$ cat config.mk
export PLATFORM = sky130hd
export DESIGN_NAME = prog_seq
export DESIGN_NICKNAME = d
export VERILOG_FILES = /design/src/rtl/prog_seq_pkg.sv /design/src/rtl/ret_stack.sv /design/src/rtl/prog_seq.sv
export SDC_FILE = /design/constraint.sdc
export NUM_CORES = 1
export LEC_CHECK = 0
export ABC_AREA = 1
export CAP_MARGIN = 20
export CORE_UTILIZATION = 32
export DETAILED_ROUTE_END_ITERATION = 10
export RECOVER_POWER = 50
export SYNTH_ARGS = -nofsm -noshare
export SYNTH_HDL_FRONTEND = slang
export SYNTH_SLANG_ARGS = --single-unit
$ cat constraint.sdc
create_clock -name clk -period 5.2 [get_ports clk]
set_input_delay 1.04 -clock clk [delete_from_list [all_inputs] [get_ports clk]]
set_output_delay 1.04 -clock clk [all_outputs]
set_load 0.01 [all_outputs]
$ cat src/rtl/prog_seq_pkg.sv
// ---------------------------------------------------------------------------
// prog_seq_pkg
// Shared definitions for the program sequencer and the instruction decoder
// that drives its op input.
//   op_e     : 3-bit sequencing opcode
//   cond_met : evaluates whether a jump-class opcode redirects to target
// ---------------------------------------------------------------------------
package prog_seq_pkg;

    typedef enum logic [2:0] {
        OP_NXT  = 3'd0,
        OP_JMP  = 3'd1,
        OP_JZ   = 3'd2,
        OP_JNZ  = 3'd3,
        OP_JC   = 3'd4,
        OP_JNC  = 3'd5,
        OP_CALL = 3'd6,
        OP_RET  = 3'd7
    } op_e;

    // True when a jump-class opcode takes its target. CALL/RET depend on the
    // return stack rather than the flags, so they are handled by the caller.
    function automatic logic cond_met(input op_e op, input logic zero, input logic carry);
        case (op)
            OP_JMP:  return 1'b1;
            OP_JZ:   return zero;
            OP_JNZ:  return !zero;
            OP_JC:   return carry;
            OP_JNC:  return !carry;
            default: return 1'b0;
        endcase
    endfunction

endpackage

$ cat src/rtl/ret_stack.sv
// ---------------------------------------------------------------------------
// ret_stack
// Return-address LIFO for subroutine calls.
//   clk, rst : clock, asynchronous active-low reset
//   push     : write din on top (ignored when full)
//   pop      : discard top entry (ignored when empty)
//   din      : return address to push
//   dout     : current top entry (undefined when empty)
//   count    : occupancy 0..DEPTH
//   full     : count == DEPTH
//   empty    : count == 0
// ---------------------------------------------------------------------------
module ret_stack
    import prog_seq_pkg::*;
#(
    parameter int AW    = 5,
    parameter int DEPTH = 4,
    parameter int CW    = $clog2(DEPTH + 1)
) (
    input  logic          clk,
    input  logic          rst,
    input  logic          push,
    input  logic          pop,
    input  logic [AW-1:0] din,
    output logic [AW-1:0] dout,
    output logic [CW-1:0] count,
    output logic          full,
    output logic          empty
);

    localparam int IW = (DEPTH > 1) ? $clog2(DEPTH) : 1;

    logic [AW-1:0] mem [DEPTH];
    logic [CW-1:0] cnt;
    logic [IW-1:0] wr_idx;
    logic [IW-1:0] top_idx;
    logic          do_push;
    logic          do_pop;

    assign full    = (cnt == CW'(DEPTH));
    assign empty   = (cnt == '0);
    assign do_push = push && !full;
    assign do_pop  = pop && !empty && !do_push;
    assign wr_idx  = IW'(cnt);
    assign top_idx = IW'(cnt - CW'(1));
    assign dout    = mem[top_idx];
    assign count   = cnt;

    // NOTE: the entry array has no reset; an entry is only ever read after it
    // has been pushed, and count (which is reset) decides what is valid.
    always_ff @(posedge clk) begin
        if (do_push) begin
            mem[wr_idx] <= din;
        end
    end

    // NOTE: sequential state uses non-blocking assignments so every register
    // samples pre-edge values regardless of block ordering.
    always_ff @(posedge clk or negedge rst) begin
        if (!rst) begin
            cnt <= '0;
        end else if (do_push) begin
            cnt <= cnt + CW'(1);
        end else if (do_pop) begin
            cnt <= cnt - CW'(1);
        end
    end

endmodule

$ cat src/rtl/prog_seq.sv
// ---------------------------------------------------------------------------
// prog_seq
// Program sequencer: generates the instruction-memory address each step.
//   clk, rst : clock, asynchronous active-low reset
//   step     : advance enable; all state holds when low
//   ld       : direct PC load from target, overrides op
//   op       : sequencing opcode (prog_seq_pkg::op_e)
//   target   : branch/call/load address
//   zero     : ALU zero flag, carry : ALU carry flag
//   clr_err  : clears sticky stk_ovf/stk_unf
//   pc       : current memory address (registered)
//   taken    : 1 for the cycle after a step that redirected the PC
//   sp       : return-stack occupancy
//   stk_ovf  : sticky, CALL attempted with stack full
//   stk_unf  : sticky, RET attempted with stack empty
// ---------------------------------------------------------------------------
module prog_seq
    import prog_seq_pkg::*;
#(
    parameter int          AW      = 5,
    parameter int          DEPTH   = 4,
    parameter logic [AW-1:0] RST_VEC = '0
) (
    input  logic                       clk,
    input  logic                       rst,
    input  logic                       step,
    input  logic                       ld,
    input  logic [2:0]                 op,
    input  logic [AW-1:0]              target,
    input  logic                       zero,
    input  logic                       carry,
    input  logic                       clr_err,
    output logic [AW-1:0]              pc,
    output logic                       taken,
    output logic [$clog2(DEPTH+1)-1:0] sp,
    output logic                       stk_ovf,
    output logic                       stk_unf
);

    localparam int SW = $clog2(DEPTH + 1);

    op_e           op_c;
    logic [AW-1:0] pc_inc;
    logic [AW-1:0] pc_nxt;
    logic          redirect;
    logic          push;
    logic          pop;
    logic          ovf_evt;
    logic          unf_evt;
    logic [AW-1:0] stk_top;
    logic [SW-1:0] stk_cnt;
    logic          stk_full;
    logic          stk_empty;

    assign op_c = op_e'(op);
    // Natural AW-bit overflow gives the required wrap from all-ones to zero,
    // for both the sequential PC and the pushed return address.
    assign pc_inc = pc + AW'(1);

    ret_stack #(
        .AW    (AW),
        .DEPTH (DEPTH),
        .CW    (SW)
    ) u_stack (
        .clk   (clk),
        .rst   (rst),
        .push  (push),
        .pop   (pop),
        .din   (pc_inc),
        .dout  (stk_top),
        .count (stk_cnt),
        .full  (stk_full),
        .empty (stk_empty)
    );

    // NOTE: every signal is given a default before the branches so no path
    // leaves it unassigned, which would otherwise infer a latch.
    always_comb begin
        pc_nxt   = pc;
        redirect = 1'b0;
        push     = 1'b0;
        pop      = 1'b0;
        ovf_evt  = 1'b0;
        unf_evt  = 1'b0;
        if (step) begin
            pc_nxt = pc_inc;
            if (ld) begin
                pc_nxt   = target;
                redirect = 1'b1;
            end else begin
                case (op_c)
                    OP_CALL: begin
                        if (!stk_full) begin
                            push     = 1'b1;
                            pc_nxt   = target;
                            redirect = 1'b1;
                        end else begin
                            ovf_evt = 1'b1;
                        end
                    end
                    OP_RET: begin
                        if (!stk_empty) begin
                            pop      = 1'b1;
                            pc_nxt   = stk_top;
                            redirect = 1'b1;
                        end else begin
                            unf_evt = 1'b1;
                        end
                    end
                    default: begin
                        // A taken branch counts as a redirect even when the
                        // target happens to equal PC+1.
                        if (cond_met(op_c, zero, carry)) begin
                            pc_nxt   = target;
                            redirect = 1'b1;
                        end
                    end
                endcase
            end
        end
    end

    always_ff @(posedge clk or negedge rst) begin
        if (!rst) begin
            pc      <= RST_VEC;
            taken   <= 1'b0;
            stk_ovf <= 1'b0;
            stk_unf <= 1'b0;
        end else begin
            pc    <= pc_nxt;
            taken <= redirect;
            // A new error event outranks a simultaneous clear.
            if (ovf_evt) begin
                stk_ovf <= 1'b1;
            end else if (clr_err) begin
                stk_ovf <= 1'b0;
            end
            if (unf_evt) begin
                stk_unf <= 1'b1;
            end else if (clr_err) begin
                stk_unf <= 1'b0;
            end
        end
    end

    assign sp = stk_cnt;

endmodule

**After elaboration in Yosys (flattened, before gate mapping)**

Memory sizes are Yosys's and may differ from the RTL's.
Index checks and enable logic that the tools add are counted.

- Register bits: 11
- Logic and storage cells: 66
- Memories: 1
- RAM bits: 20

Memories:

| name | depth | width | read ports | clocked after memory_dff | wr ports | line | source |
|---|---|---|---|---|---|---|---|
| u_stack.mem | 4 | 5 | 1 | 0 | 1 | ret_stack.sv:33 | `logic [AW-1:0] mem [DEPTH];` |

- Reduce and logical (&&, ||, !) cells: 13
- Equality and inequality tests: 8
- $add $sub $neg: 3
- Mux-type cells: 36

Operator list:

| kind | count |
|---|---|
| $mux W1 | 27 |
| $mux W5 | 4 |
| $eq A3 B3 Y1 const B | 5 |
| $pmux W5 S2 | 1 |
| $eq A3 B2 Y1 const B | 2 |
| $mux W3 | 2 |
| $reduce_bool A2 Y1 | 3 |
| $add A5 B1 Y5 const B | 1 |
| $logic_not A1 Y1 | 5 |
| $pmux W1 S5 | 1 |
| $add A3 B1 Y3 const B | 1 |
| $eq A3 B1 Y1 const B | 1 |
| $logic_and A1 B1 Y1 | 3 |
| $logic_not A3 Y1 | 1 |
| $sub A3 B1 Y3 const B | 1 |
| $pmux W1 S2 | 1 |
| $reduce_or A2 Y1 | 1 |

**Depth between registers and ports, before layout**

- Word-level depth: 10
- Depth in mapped cells: 11
- Mapped depth without buffers: 10

**Modules after synthesis**

A second synthesis with hierarchy kept.

- Cells, all modules: 252
- Area, all modules: 1928.1 um^2

By module, submodules not included:

| module | cells an instance | seq. area each (um^2) | instances | area an instance (um^2) |
|---|---|---|---|---|
| ret_stack | 105 | 675.6 | 1 | 1094.8 |
| prog_seq | 147 | 200.2 | 1 | 833.3 |

**Least setup slack after synthesis**

OpenSTA, ideal clock, no wires.

- Path type: in2reg
- Start: input port step
- End: memory u_stack.mem[0][0], enable pin
- Arrival time: 1.743 ns
- Setup slack: 3.118 ns
- Path buffers: 1
- Data required time: 4.860 ns
- Cell stages on the path: 5
- Library setup time: 0.340 ns
- Cell sequence: buf_4 > inv_2 > nor2_8 > nand2_4 > nor2_1

- Cells in the longest elaborated chain, start to end: 4

Ends and longest elaborated chain:

| element | line | source |
|---|---|---|
| start: declaration | prog_seq.sv:26 | `input logic step,` |
| $mux W1 | prog_seq.sv:85 | `if (step) begin` |
| $logic_and A1 B1 Y1 | ret_stack.sv:42 | `assign do_push = push && !full;` |
| $mux W1 | ret_stack.sv:52 | `if (do_push) begin` |
| $mux W1 (not written as such) | ret_stack.sv:53 | `mem[wr_idx] <= din;` |
| end: declaration | ret_stack.sv:33 |  |

Every way passes these cells.

**Worst setup path after layout**

- Start: input port step
- End: memory u_stack.mem[1][1], enable pin

The elaborated chain is that of the path after synthesis.

==> metrics list <==
- GRT Overall Usage: 0.1503
- Combined area of the multi-input logic cells: 643.1 µm²
* Leakage power total: 0.8981 nW
- Counting the buffers created by CTS gives 5.
- Critical Setup Path Class: in2reg
- Final routed wirelength across all metal layers: 3403 µm
* Sw Ratio: 0.3654
- Top area cells in the synthesized netlist: edfxtp_1 (37%), dfrtp_1 (17%), nand2_1 (9.9%)
- Distinct cells, synth: 25
- The share of the Yosys chip area taken by registers is 0.5356.
* Fraction of post-synthesis cell area in the top cell type by area: 0.3673
- The signal on the critical path passes through dlygate4sd3_1 -> inv_2 -> nor2_1 -> nand2_4 -> nor2_1.
* Post-placement worst setup slack: 2.402 ns
* Total chip power: 0.8815 mW
- Final number of hold-violating endpoints: 0
- Post-CTS Setup Repair Bufs: 0
- Post-route cell area: 0.002043 mm²
- The number of antenna violations at the first check in global routing came to 0.
- Wire length of the first global-routing pass: 5851 µm
- Counting flops with an async set or reset pin after synthesis yields a share of 0.3548.
- The number of max-slew violations in the final report was 0.
* Slowest cell on the critical path: dlygate4sd3_1
- Fmax: 331.1 MHz
* Cell type contributing the most total cell area after synthesis: edfxtp_1
- The library cell used most frequently in the layout, excluding fill and tap cells, is nand2_1.
* Per-cell routed wire length: 12.47 µm
- Clock network latency to the later pin of the worst-skew pair: 0.28 ns
- Across the whole layout, storage elements account for 875.8 µm².
* Clock root buffer: clkbuf_8
- Crit path to: u_stack.mem[1][1]
* Category of the worst setup path capture point: register
- Depth of the worst register-to-register path: 7
* Remaining number of nets flagged by the antenna check after routing: 0
- Of all nets on the critical path, the largest fanout is 10.
- For the worst setup path, the data required time is 5.14 ns.
* Fill cell count: 483
- Entering global routing, the biggest net connects 16 pins.
* Startpoint of the worst register-to-register path: u_stack.count[0]
- The finished layout holds 273 standard cells, fillers aside.
- Total negative slack: 0 ns
- 26 I/O pins were placed.
- During synthesis, Yosys emitted a total of 0 warnings.
* Initial DRC count: 55
- Part of the total power dissipated in sequential elements: 0.381
- Row Count: 25
- The die covers 0.005400 mm².
- CTS Sinks: 31
- Number of enable-type register cells in the synthesized netlist: 20
- Relative slew slack: 0.4829
* Hold crit path type: reg2reg
- Core Region: 0.004817 mm²
* Mean Syn Cell Area: 9.292 µm²
* Transition at the pin with the smallest max-transition slack: 0.7729 ns
- Power per cell area: 431.5 mW/mm²
- From synthesis to final layout, the design area changed by 24.94%.
- Startpoint kind of the worst setup timing path: input pin
- Worst Hold Depth: 2
- Synthesized instance count: 176
- Fraction of layout instances using a drive strength above 1: 0.09709
- Number of gates resized after cts: 0
- The cell area that synthesis handed to floorplanning was 0.001635 mm².
* Number of levels the H-tree was split into: 2
* Number of cells after detailed placement: 265
- Run status: completed
* Data arrival, critical path: 2.96 ns
- TritonCTS built the clock tree.
- 0 antenna diodes ended up in the layout.
* Primary flip-flop cell chosen by synthesis mapping: edfxtp_1
- Number of nets in the final layout: 226
* Max_cap viols: 0
- Remaining Overflow, GRT: 0
* Count of buffer and inverter cells on the critical path: 2
* Port-buffer cells: 25
- Worst flop-to-flop path endpoint: u_stack.mem[1][1]
- The die is 73.49 µm tall.
* First-pass iteration count of the detailed router: 4
* Internal Dissipation: 0.5594 mW
* Max rail drop VDD: 0.1609 mV
- Maximum count of clock buffers along a single path: 2
- From left edge to right edge, the die measures 73.49 µm.
* Number of global-route vias before repair: 1223
* Final weighted congestion in routability-driven placement: 0.7856
* Number of design rule violations left after detail routing: 0
- The top cell types in the final layout, fill and taps aside, are nand2_1 (43), nand3_1 (25), inv_1 (21), clkdlybuf4s50_1 (20), edfxtp_1 (20).
* Starting density of the core: 0.3395
- CP Launch Point: step
- Setup repair after global routing left no endpoint under its margin.
* Routed vias/inst: 4.440
- The share of total power dissipated in the clock network is 0.257.
- Of the available clock period, the critical path in the final layout requires 0.5808.
- After layout, the worst setup slack is 2.180 ns.
- Net count after synthesis: 197
- Biggest cell delay along the critical path: 0.72 ns
- For the finished layout, the period the worst path requires is 3.020 ns.
* Clock skew: 0.008610 ns
* Reported net switching power: 0.3222 mW
- Of the total power, combinational logic draws 0.362.
- HPWL Detailed: 2585 µm
- Setup violations remaining at the end of the flow were counted as 0.
* Most frequent cell on the critical path: nor2_1
* DR vias: 1212
* Cell area after placement: 0.001952 mm²
- Flops & latches, synth: 31
* Worst path top cell family by delay: simple AND/OR/NAND/NOR gates
- After clock tree synthesis, the clock-pin slew on the worst setup and hold paths is 0.06 ns.
* Count of cell instances traversed by the critical path: 5
- For flop-to-flop paths, the worst setup slack is 2.79 ns.
- Hold buffer count at CTS: 0
==> synth_stat cells, types with 2 or more instances <==
cell type,n
nand2_1,43
nand4_1,7
nand3_1,25
inv_1,21
o21a_1,2
buf_2,2
ha_1,6
edfxtp_1,20
dfrtp_1,11
nand2_2,2
nor2_4,2
nand2_4,2
xor2_1,3
nor2_1,17
nand3_2,2
nor2_2,2
==> worst reg2reg max path, stage by stage, from the launching register on <==
cell	delay, ns
dfrtp_1	0.64
inv_1	0.34
ha_1	0.32
nand2_1	0.09
inv_1	0.07
nor2_4	0.17
nand2_4	0.09
nor2_1	0.34
==> cells by family (layout without fill, tap and decap cells) <==
logic type,after synthesis,count (layout),synth area share
flops,31,31,0.5356
simple gates,105,105,0.3168
compound gates,6,6,0.02448
buf+inv,25,55,0.06121
fa+ha+maj,6,6,0.04591
xor+xnor,3,3,0.01607
==> layer usage <==
metal / global-route usage / vias to the layer above / wire length [µm]
li1: - / 635 / -
met1: 0.1810 / 537 / 1529
met2: 0.2559 / 33 / 1644
met3: 0.03567 / 7 / 173
met4: 0.06410 / 0 / 56
met5: 0 / - / 0
==> power groups by stage <==
stage | clock network, mW | registers [mW] | logic (mW)
finish | 0.226 | 0.336 | 0.319
global route | 0.242 | 0.343 | 0.364
CTS | 0.232 | 0.337 | 0.324
detailed placement | 0 | 0.342 | 0.321
global placement | 0 | 0.342 | 0.320
floorplan | 0 | 0.334 | 0.203
==> state kept, by name (all words and copies together) (netlist names) <==
register	cells
pc	5
u_stack.mem	20
u_stack.count	3
taken	1
stk_ovf	1
stk_unf	1
==> through the flow <==
stage                     hold WS (ns)    util
final                           0.5265  0.4242
after global routing            0.5582  0.4242
after CTS                       0.5319  0.4275
after global placement          0.5273  0.4052
after detailed placement        0.5195  0.4052
after floorplan                 0.5489       -
==> worst min path at each step <==
| stage | startpoint | end | slack, ns |
|---|---|---|---|
| CTS | stk_ovf | stk_ovf | 0.53 |
| finish | stk_ovf | stk_ovf | 0.53 |
| floorplan | stk_ovf | stk_ovf | 0.55 |
| global route | stk_unf | stk_unf | 0.56 |
| global placement | stk_ovf | stk_ovf | 0.53 |
| detailed placement | stk_ovf | stk_ovf | 0.52 |
==> cell type report <==
type                       count  area share
multi-input combinational    120      0.3148
sequential                    31      0.4287
clock buffer                   5     0.03368
timing repair buffer          25      0.1225
clock inverter                 3     0.01898
inverter                      22     0.04042
tap                           67     0.04103
Power figures use the tool's default switching activity.
